### src/rtl/ixu_hazard_ctrl_if.sv
// Decode/writeback/control bundle between the IXU decode stage and the hazard controller.
// master drives decode and writeback info; slave returns stall controls and status.
interface ixu_hazard_ctrl_if #(
  parameter int unsigned NUM_REGS = 32,
  parameter int unsigned REG_W    = 5,
  parameter int unsigned CNT_W    = 16
);
  logic                dec_valid;
  logic                dec_is_nop;
  logic                dec_is_imm_type;
  logic [3:0]          dec_op;
  logic [REG_W-1:0]    dec_rs1;
  logic [REG_W-1:0]    dec_rs2;
  logic [REG_W-1:0]    dec_rd;
  logic                wb_valid;
  logic [REG_W-1:0]    wb_rd;
  logic                flush;
  logic                dec_hold;
  logic                idex_bubble;
  logic [NUM_REGS-1:0] busy_vec;
  logic                mul_busy;
  logic [CNT_W-1:0]    stall_cnt;

  modport master (
    output dec_valid, dec_is_nop, dec_is_imm_type, dec_op, dec_rs1, dec_rs2, dec_rd,
    output wb_valid, wb_rd, flush,
    input  dec_hold, idex_bubble, busy_vec, mul_busy, stall_cnt
  );

  modport slave (
    input  dec_valid, dec_is_nop, dec_is_imm_type, dec_op, dec_rs1, dec_rs2, dec_rd,
    input  wb_valid, wb_rd, flush,
    output dec_hold, idex_bubble, busy_vec, mul_busy, stall_cnt
  );
endinterface

### src/rtl/ixu_hazard_ctrl.sv
// Scoreboard hazard controller for the IXU pipe: RAW/WAW/multiplier stalls and a stall counter.
// Optional macro IXU_WB_BYPASS_EN: ignore scoreboard bits being written back this cycle.
module ixu_hazard_ctrl #(
  parameter int unsigned NUM_REGS = 32,
  parameter int unsigned REG_W    = 5,
  parameter logic [3:0]  MUL_OP   = 4'hA,
  parameter int unsigned MUL_LAT  = 3,
  parameter int unsigned CNT_W    = 16
) (
  input logic               clk,
  input logic               rst_n,
  ixu_hazard_ctrl_if.slave  bus
);

  localparam int unsigned MulW = $clog2(MUL_LAT + 1);

  logic [NUM_REGS-1:0] busy_q, busy_d;
  logic [NUM_REGS-1:0] wb_mask, busy_eff;
  logic [MulW-1:0]     mul_cnt_q, mul_cnt_d;
  logic [CNT_W-1:0]    stall_q, stall_d;
  logic                live, raw, waw, is_mul, mul_busy, hazard, hold, issue;

  always_comb begin
    wb_mask = '0;
    if (bus.wb_valid && bus.wb_rd != '0) begin
      wb_mask[bus.wb_rd] = 1'b1;
    end
  end

`ifdef IXU_WB_BYPASS_EN
  // A register retiring this cycle is forwarded to decode, so it no longer blocks.
  assign busy_eff = busy_q & ~wb_mask & ~NUM_REGS'(1);
`else
  assign busy_eff = busy_q & ~NUM_REGS'(1);
`endif

  assign live     = bus.dec_valid & ~bus.dec_is_nop;
  assign raw      = busy_eff[bus.dec_rs1] | (~bus.dec_is_imm_type & busy_eff[bus.dec_rs2]);
  assign waw      = busy_eff[bus.dec_rd];
  assign is_mul   = (bus.dec_op == MUL_OP);
  assign mul_busy = (mul_cnt_q != '0);
  assign hazard   = live & (raw | waw | (mul_busy & is_mul));
  assign hold     = hazard & ~bus.flush;
  assign issue    = live & ~hazard & ~bus.flush;

  always_comb begin
    // Clear before set so a same-cycle issue to the retiring register stays busy.
    busy_d = busy_q & ~wb_mask;
    if (issue && bus.dec_rd != '0) begin
      busy_d[bus.dec_rd] = 1'b1;
    end

    mul_cnt_d = mul_cnt_q;
    if (issue && is_mul) begin
      mul_cnt_d = MulW'(MUL_LAT);
    end else if (mul_busy) begin
      mul_cnt_d = mul_cnt_q - 1'b1;
    end

    if (bus.flush) begin
      busy_d    = '0;
      mul_cnt_d = '0;
    end

    stall_d = stall_q;
    if (hold && stall_q != '1) begin
      stall_d = stall_q + 1'b1;
    end
  end

  always_ff @(posedge clk or negedge rst_n) begin
    if (!rst_n) begin
      busy_q    <= '0;
      mul_cnt_q <= '0;
      stall_q   <= '0;
    end else begin
      busy_q    <= busy_d;
      mul_cnt_q <= mul_cnt_d;
      stall_q   <= stall_d;
    end
  end

  assign bus.dec_hold    = hold;
  assign bus.idex_bubble = hold;
  assign bus.busy_vec    = busy_q;
  assign bus.mul_busy    = mul_busy;
  assign bus.stall_cnt   = stall_q;

endmodule

### src/flat_wrapper.sv
// flat-port wrapper written by rule: the top's interface ports become plain ports
module ixu_hazard_ctrl_flat 
#(
  parameter int unsigned NUM_REGS = 32,
  parameter int unsigned REG_W    = 5,
  parameter logic [3:0]  MUL_OP   = 4'hA,
  parameter int unsigned MUL_LAT  = 3,
  parameter int unsigned CNT_W    = 16
)
  (clk, rst_n, bus_dec_valid, bus_dec_is_nop, bus_dec_is_imm_type, bus_dec_op, bus_dec_rs1, bus_dec_rs2, bus_dec_rd, bus_wb_valid, bus_wb_rd, bus_flush, bus_dec_hold, bus_idex_bubble, bus_busy_vec, bus_mul_busy, bus_stall_cnt);
  ixu_hazard_ctrl_if #(.NUM_REGS(NUM_REGS), .REG_W(REG_W), .CNT_W(CNT_W)) bus_i ();
  input logic clk;
  input logic rst_n;
  input wire logic [$bits(bus_i.dec_valid)-1:0] bus_dec_valid;
  input wire logic [$bits(bus_i.dec_is_nop)-1:0] bus_dec_is_nop;
  input wire logic [$bits(bus_i.dec_is_imm_type)-1:0] bus_dec_is_imm_type;
  input wire logic [$bits(bus_i.dec_op)-1:0] bus_dec_op;
  input wire logic [$bits(bus_i.dec_rs1)-1:0] bus_dec_rs1;
  input wire logic [$bits(bus_i.dec_rs2)-1:0] bus_dec_rs2;
  input wire logic [$bits(bus_i.dec_rd)-1:0] bus_dec_rd;
  input wire logic [$bits(bus_i.wb_valid)-1:0] bus_wb_valid;
  input wire logic [$bits(bus_i.wb_rd)-1:0] bus_wb_rd;
  input wire logic [$bits(bus_i.flush)-1:0] bus_flush;
  output wire logic [$bits(bus_i.dec_hold)-1:0] bus_dec_hold;
  output wire logic [$bits(bus_i.idex_bubble)-1:0] bus_idex_bubble;
  output wire logic [$bits(bus_i.busy_vec)-1:0] bus_busy_vec;
  output wire logic [$bits(bus_i.mul_busy)-1:0] bus_mul_busy;
  output wire logic [$bits(bus_i.stall_cnt)-1:0] bus_stall_cnt;
  assign bus_i.dec_valid = bus_dec_valid;
  assign bus_i.dec_is_nop = bus_dec_is_nop;
  assign bus_i.dec_is_imm_type = bus_dec_is_imm_type;
  assign bus_i.dec_op = bus_dec_op;
  assign bus_i.dec_rs1 = bus_dec_rs1;
  assign bus_i.dec_rs2 = bus_dec_rs2;
  assign bus_i.dec_rd = bus_dec_rd;
  assign bus_i.wb_valid = bus_wb_valid;
  assign bus_i.wb_rd = bus_wb_rd;
  assign bus_i.flush = bus_flush;
  assign bus_dec_hold = bus_i.dec_hold;
  assign bus_idex_bubble = bus_i.idex_bubble;
  assign bus_busy_vec = bus_i.busy_vec;
  assign bus_mul_busy = bus_i.mul_busy;
  assign bus_stall_cnt = bus_i.stall_cnt;
  ixu_hazard_ctrl #(.NUM_REGS(NUM_REGS), .REG_W(REG_W), .MUL_OP(MUL_OP), .MUL_LAT(MUL_LAT), .CNT_W(CNT_W)) u_core (.clk(clk), .rst_n(rst_n), .bus(bus_i));
endmodule
### config.mk
export PLATFORM = sky130hd
export DESIGN_NAME = ixu_hazard_ctrl_flat
export DESIGN_NICKNAME = d
export VERILOG_FILES = /design/src/rtl/ixu_hazard_ctrl_if.sv /design/src/rtl/ixu_hazard_ctrl.sv /design/src/flat_wrapper.sv
export SDC_FILE = /design/constraint.sdc
export NUM_CORES = 1
export LEC_CHECK = 0
export ABC_AREA = 1
export CAP_MARGIN = 20
export CORE_AREA = 2 2 91 93
export DETAILED_ROUTE_END_ITERATION = 8
export DIE_AREA = 0 0 93 95
export PLACE_DENSITY_LB_ADDON = 0.3
export REMOVE_ABC_BUFFERS = 1
export SYNTH_ARGS = -nofsm -noshare
export SYNTH_HDL_FRONTEND = slang
export SYNTH_SLANG_ARGS = --single-unit
export TNS_END_PERCENT = 5
### constraint.sdc
create_clock -name clk -period 3 [get_ports clk]
set_input_delay 0.6 -clock clk [delete_from_list [all_inputs] [get_ports clk]]
set_output_delay 0.6 -clock clk [all_outputs]
set_load 0.005 [all_outputs]
==> impl_metrics.ini <==
[power]
p_sw_w = 0.000552
switching_share_pct = 33.8
p_seq_share_pct = 45.5
peakVddDrop_mv = 0.342
internal_power_w = 0.00108
p_leak_nw = 2.47
clkPwrFrac_pct = 25.1
power.density_nw_per_um2 = 312
power_frac_comb_pct = 29.4

[worst_setup_path]
endpoint_kind = output pin
crit_type = in2out
crit_top_cell = nand3_1
rr_worst_depth = 9
r2r-start = u_core.bus.stall_cnt[0]$_DFFE_PN0P_
cp-startpoint = bus_dec_rs1[2]
r2r-end = u_core.bus.stall_cnt[2]$_DFFE_PN0P_
critPathTopFamily = buffers and inverters
critPathSlowestCell = clkdlybuf4s50_1
max_stage_delay_ns = 0.51
cp_num_buf_inv = 3
crit_required_ns = 2.40
crit_arrival_ns = 2.26
path_cells = clkdlybuf4s50_1 -> buf_6 -> nand3_1 -> nand3_1 -> nand3_1 -> nand2_1 -> nand2_1 -> nand2_2 -> nor2_4 -> a21boi_4 -> dlygate4sd2_1
critPathLaunchType = input port
cp_max_fo = 6
ff2ff_setup_slack_ns = 0.71

[finish]
fin_area_sq_um = 5240
multi_input_area_sq_um = 2320
drive_gt1_share_pct = 13.6
final_cell_mix = nand2_1 (210), nor2_1 (77), nand3_1 (76), clkdlybuf4s50_1 (69), inv_1 (63)
nNetsFinal = 776
mostFrequentLayoutCell = nand2_1
areaGrowthSynthToFinish_pct = 31.6
seq_area_sq_um = 1250
fillers = 755
antennaDiodeCount = 0

[timing]
fmax_mhz = 350
drv_slew = 0
holdWs_ns = 0.166
min_period_ns = 2.86
clock_skew_ns = 0.00917
min_period_over_period_pct = 95.3
fin_ws_ns = 0.140
final-setup-viol-count = 0
finalHoldViolCount = 0
rsz0062_at_grt = false
tns_ns = 0
relSlewSlack_pct = 58.8
max_slew.worst_pin.slew_ns = 0.614

[floorplanning]
dieArea_sq_um = 8840
die_y_um = 95
dieWidth_um = 93
rows = 33
coreArea_sq_um = 7930
initial_core_util_pct = 50.2
io_pins = 82

[global_routing]
antenna_found_initial = 0
grt_max_degree = 39
grt_overflow_total = 0
grt_use_total_pct = 32.6
grt_pass1_vias = 4420
grt_first_pass_wirelength_um = 22400

[synthesis]
synth_ff_type = dfrtp_1
netlist_area_sq_um = 3980
ys_warn_count = 0
synth_edf_count = 0
ys_async_sr_fraction_pct = 100
ys_seq_area_share_pct = 31.4
syn_inst = 637
postSynthAreaPerCell_sq_um = 6.25
synth-seq-cells = 50
synth.distinct_cells = 31

[route]
ant_nets = 0
dr.pass1.iters = 5
wire_per_inst_um = 16.7
initialDrtViolationCount = 467
wl_um = 14200
num_vias = 4608
viasPerCell = 5.43
drc = 0

[worst_hold_path]
hold_path.class = in2async

[cts]
cts_buffers = 5
cts_max_level = 2
clk_pin_slew_ns = 0.10
clock_path_buffers = 2
cts_root_buf = clkbuf_8
clock_sinks = 50
holdBufCountCts = 0
clk_latency_ns = 0.31
cts_tree = yes

[job]
drv_cap = 0

[placement]
dp_hpwl_um = 10600
post-place-ws_ns = -0.318
dpl_cell_area_sq_um = 5040
gp_congestion = 1.02
placement.io_buffers = 81

[outcome]
run_status = finished, final reports clean
## final cells by class
class                      count  area share [%]
sequential                    50            23.9
inverter                      72            5.39
clock inverter                 3           0.358
tap                          105            2.51
timing repair buffer         122            22.4
multi-input combinational    492            44.2
clock buffer                   5            1.31
## power by group through the flow
| stage | Clock (W) | Combinational [W] | Sequential, W |
|---|---|---|---|
| final | 0.000411 | 0.000480 | 0.000745 |
| after global routing | 0.000447 | 0.000531 | 0.000751 |
| after CTS | 0.000420 | 0.000476 | 0.000745 |
| after detailed placement | 0 | 0.000460 | 0.000757 |
| after global placement | 0 | 0.000451 | 0.000757 |
| after floorplan | 0 | 0.000208 | 0.000754 |
## worst max-delay path by stage
stage / to / slack [ns] / cells after the start
5_1_grt: bus_idex_bubble / 0.05 / 11
2_1_floorplan: bus_dec_hold / 0.69 / 10
6_report: bus_idex_bubble / 0.14 / 11
3_5_place_dp: bus_idex_bubble / -0.32 / 12
3_3_place_gp: bus_idex_bubble / -0.32 / 12
4_1_cts: bus_dec_hold / -0.12 / 12
## per-stage QoR
| step | utilization (%) | total power, W | instances |
|---|---|---|---|
| 2_1_floorplan | - | 0.000962 | 614 |
| 3_3_place_gp | 63.5 | 0.00121 | 837 |
| 3_5_place_dp | 63.5 | 0.00122 | 837 |
| 4_1_cts | 65.8 | 0.00164 | 847 |
| 5_1_grt | 66.1 | 0.00173 | 849 |
| 6_report | 66.1 | 0.00164 | 849 |
## routing by layer
| layer | wire length [um] | vias to the layer above | GRT usage (%) | share of wire [%] |
|---|---|---|---|---|
| li1 | - | 2217 | - | - |
| met1 | 5870 | 2101 | 44.4 | 41 |
| met2 | 6600 | 246 | 54.3 | 47 |
| met3 | 1290 | 44 | 4.15 | 9.1 |
| met4 | 416 | 0 | 10.0 | 2.9 |
| met5 | 0 | - | 0 | 0 |
## logic make-up (layout without fill, tap and decap cells)
| kind of cell | after synthesis | after routing | share of synthesized area [%] |
|---|---|---|---|
| AO/OA/AOI/OAI | 54 | 54 | 7.38 |
| XOR/XNOR | 13 | 13 | 2.86 |
| buffers and inverters | 95 | 202 | 11.6 |
| AND/OR/NAND/NOR | 423 | 423 | 46.1 |
| adder cells (fa/ha/maj) | 2 | 2 | 0.628 |
| flip-flops | 50 | 50 | 31.4 |
## cell usage after synthesis, types with 2 or more instances
library cell	n	share of area, %
nand2_1	211	20
nor2_1	77	7.3
nand3_1	76	9.6
inv_1	65	6.1
dfrtp_1	50	31
a21oi_1	31	3.9
nor2_2	23	3.6
nor3_1	23	2.9
o21ai_0	13	1.6
buf_6	10	2.8
xnor2_1	8	1.8
buf_4	6	1.1
o21ai_1	6	0.75
clkbuf_1	5	0.47
inv_2	5	0.47
xor2_1	5	1.1
nand4_1	3	0.47
a21oi_2	2	0.44
buf_2	2	0.25
ha_1	2	0.63
nand3_2	2	0.50
nand3b_1	2	0.38
nor4_1	2	0.31
## registers in the layout (all words and copies together) (netlist names)
signal,flops
u_core.bus.busy_vec,32
u_core.bus.stall_cnt,16
u_core.mul_cnt_q,2
## what timing repair did
action / in CTS / in global routing
setup buffers: 1 / 2
cloned: 1 / 0
setup endpoints to repair: 2 / 2
gates resized for setup: 28 / 9
pin swaps: 2 / 1
hold endpoints to repair: 0 / 0
(Power assumes the default switching activity.)
==> RTL change (same settings) <==
Make the reset (`rst_n`) synchronous in one clocked block.
--- a/src/rtl/ixu_hazard_ctrl.sv
+++ b/src/rtl/ixu_hazard_ctrl.sv
@@ -68,7 +68,7 @@
     end
   end
 
-  always_ff @(posedge clk or negedge rst_n) begin
+  always_ff @(posedge clk) begin
     if (!rst_n) begin
       busy_q    <= '0;
       mul_cnt_q <= '0;
Behaviour: differs if rst_n is asserted again (counterexample within 4 cycles, from zero or initial values and one cycle with rst_n low); with rst_n held inactive, the same outputs for 10 cycles.
==> RTL change against the unedited design <==
  * Area after synthesis is 6.3% lower
  * Setup slack lost 0.0050 ns
  * Sequential cell count unchanged
  * Final area is 1.7% lower
  * Clock skew shrank 0.0050 ns
  * Sequential power shrank 10%
  * Total power fell by 8.7%
  * Combinational power fell by 35%
  * Routed wire length is 4.8% lower
  * Critical path type unchanged
  * Critical endpoint unchanged
==> RTL change: results (changes against the unedited design) <==
Synth
  – Synth area leaders: dfxtp_1 27%, nand2_1 18%, nor2_1 9.6%, nand3_1 8.2%, inv_1 7.0%
  – Synth warn: 0 (unchanged)
  – Distinct cells, synth: 31 (unchanged)
  – Seq/Total Area, Yosys: 26.83% (-4.6 points)
  – Async S/R FF share, synth: 0% (-100 points)
  – Top-count cell post-synth: nand2_1
  – Most frequent cells after synthesis: 183 x nand2_1, 95 x nor2_1, 70 x inv_1, 61 x nand3_1, 50 x dfxtp_1

Pwr
  – Lkg Pwr: 2.135 nW (-14%)
  – Max VDD drop: 0.1889 mV (-45%)
  – NetSw: 0.0004485 W (-19%)

Cells and area
  – Ant diodes: 0 (unchanged)
  – Fin nets: 788 (+1.5%)
  – Largest register FFs: 32 (unchanged)
  – Layout cells sized above 1: 14.68% (+1.1 points)

Global routing
  – Largest net degree at the start of global routing: 35 (-10%)
  – GRT Overall Usage: 31.51% (-1.1 points)
  – Vias in the first global route: 4176 (-5.5%)
  – Initial antenna violation count: 0 (unchanged)
  – First-pass GRT wire length: 21540 um (-3.7%)

STA
  – Worst slew pin tran: 0.7448 ns (+0.1311 ns)
  – Clk_skew: 0.004148 ns (-0.005021 ns)

Worst hold path
  – WHS Path Cells: 2
  – Worst hold path class: flop to flop

Clock tree
  – Worst-path clk slew: 0.10 ns (about the same)
  – Root Driver: clkbuf_8
  – Clock Latency Late Sink: 0.31 ns (about the same)
  – Clock tree buffer depth: 2 (unchanged)
  – # H-tree levels: 2 (unchanged)
  – CTS buffer count: 5 (unchanged)

Critical path
  – Crit-path max cell delay: roughly 0.5 ns
  – Cells on worst reg2reg path: 8 (-1)
  – Critical path's slowest cell: clkdlybuf4s50_1
  – Critical path arrival: around 2.3 ns
  – CP max FO: 5 (-1)
  – Critical path's top delay family: buffers and inverters

Outcome
  – Outcome: completed

Detailed routing
  – Detailed Route WL: 13490 um (-4.8%)
  – Routed vias: 4557 (-1.1%)
  – Iter 0 DRT Violations: 341 (-27%)
  – 1st-pass router iterations: 7 (+2)

Place
  – Post-DP HPWL: 10070 um (-5.1%)
  – Port bufs: 81 (unchanged)
  – GP Congestion: 1.093 (+6.9%)
  – Placed cell areas: 0.004913 mm^2 (-2.4%)
  – Setup WS pre-CTS: -0.5197 ns (-0.2016 ns)

Floorplan
  – Site Rows: 33 (unchanged)
## RTL change: changes by cell type after synthesis, sizes merged, moves of 14 or more
| cell | delta |
|---|---|
| dfrtp | -50 |
| dfxtp | +50 |
| nand2 | -27 |
| nor2 | +17 |
| a21oi | +15 |
| nand3 | -14 |
| nand4 | +14 |
## RTL change: area by class of cell
cell class	count	area (um^2)
inverter	76	292.8
clock buffer	5	68.82
multi-input combinational	490	2367
sequential	50	1001
tap	105	131.4
fill	777	2774
timing repair buffer	132	1244
clock inverter	3	48.80
## RTL change: power groups by stage
stage / combinational, W / clock, W / sequential, W
final: 0.000313 / 0.000514 / 0.000667
after global routing: 0.000335 / 0.000539 / 0.000668
after CTS: 0.000307 / 0.000522 / 0.000667
after detailed placement: 0.000290 / 0 / 0.000682
after global placement: 0.000288 / 0 / 0.000682
after floorplan: 0.000119 / 0 / 0.000682
## RTL change: path summary, 6_finish.rpt
path | start | endpoint | slack [ns]
max reg2reg | u_core.bus.stall_cnt[0] | u_core.bus.stall_cnt[1] | 0.70
max | bus_dec_rs1[1] | bus_idex_bubble | 0.13
min reg2reg | u_core.bus.busy_vec[0] | u_core.bus.busy_vec[0] | 0.43
min | u_core.bus.busy_vec[0] | u_core.bus.busy_vec[0] | 0.43
## RTL change: logic make-up after synthesis
| kind of cell | synth area share (%) |
|---|---|
| AND/OR/NAND/NOR | 49.23 |
| buffers and inverters | 11.60 |
| AO/OA/AOI/OAI | 8.384 |
| flip-flops | 26.83 |
| XOR/XNOR | 3.286 |
| adder cells (fa/ha/maj) | 0.6706 |
## RTL change: tightest hold or removal path, stage by stage (launching register included)
cell     delay [ns]
dfxtp_1        0.32
inv_1          0.05
nor2_1         0.03
## RTL change: metal layers
layer	GRT usage (%)	part of all wire, %
met1	41.27	44
met3	3.591	6.1
met4	9.069	2.4
met5	0	0
met2	54.77	47
## RTL change: timing repair
item / CTS / global route
buffers inserted: 2 / 0
pin swaps: 2 / 1
resized for setup: 31 / 5
gates cloned: 1 / 0
endpoints found under the setup margin: 2 / 2
## RTL change: stage by stage
stage / std cells / power [W] / utilization (%)
after global placement: 850 / 0.0009706 / 61.98
final: 861 / 0.001494 / 65.01
after detailed placement: 850 / 0.0009722 / 61.98
after CTS: 861 / 0.001496 / 64.98
after floorplan: 616 / 0.0008015 / -
after global routing: 861 / 0.001541 / 65.01
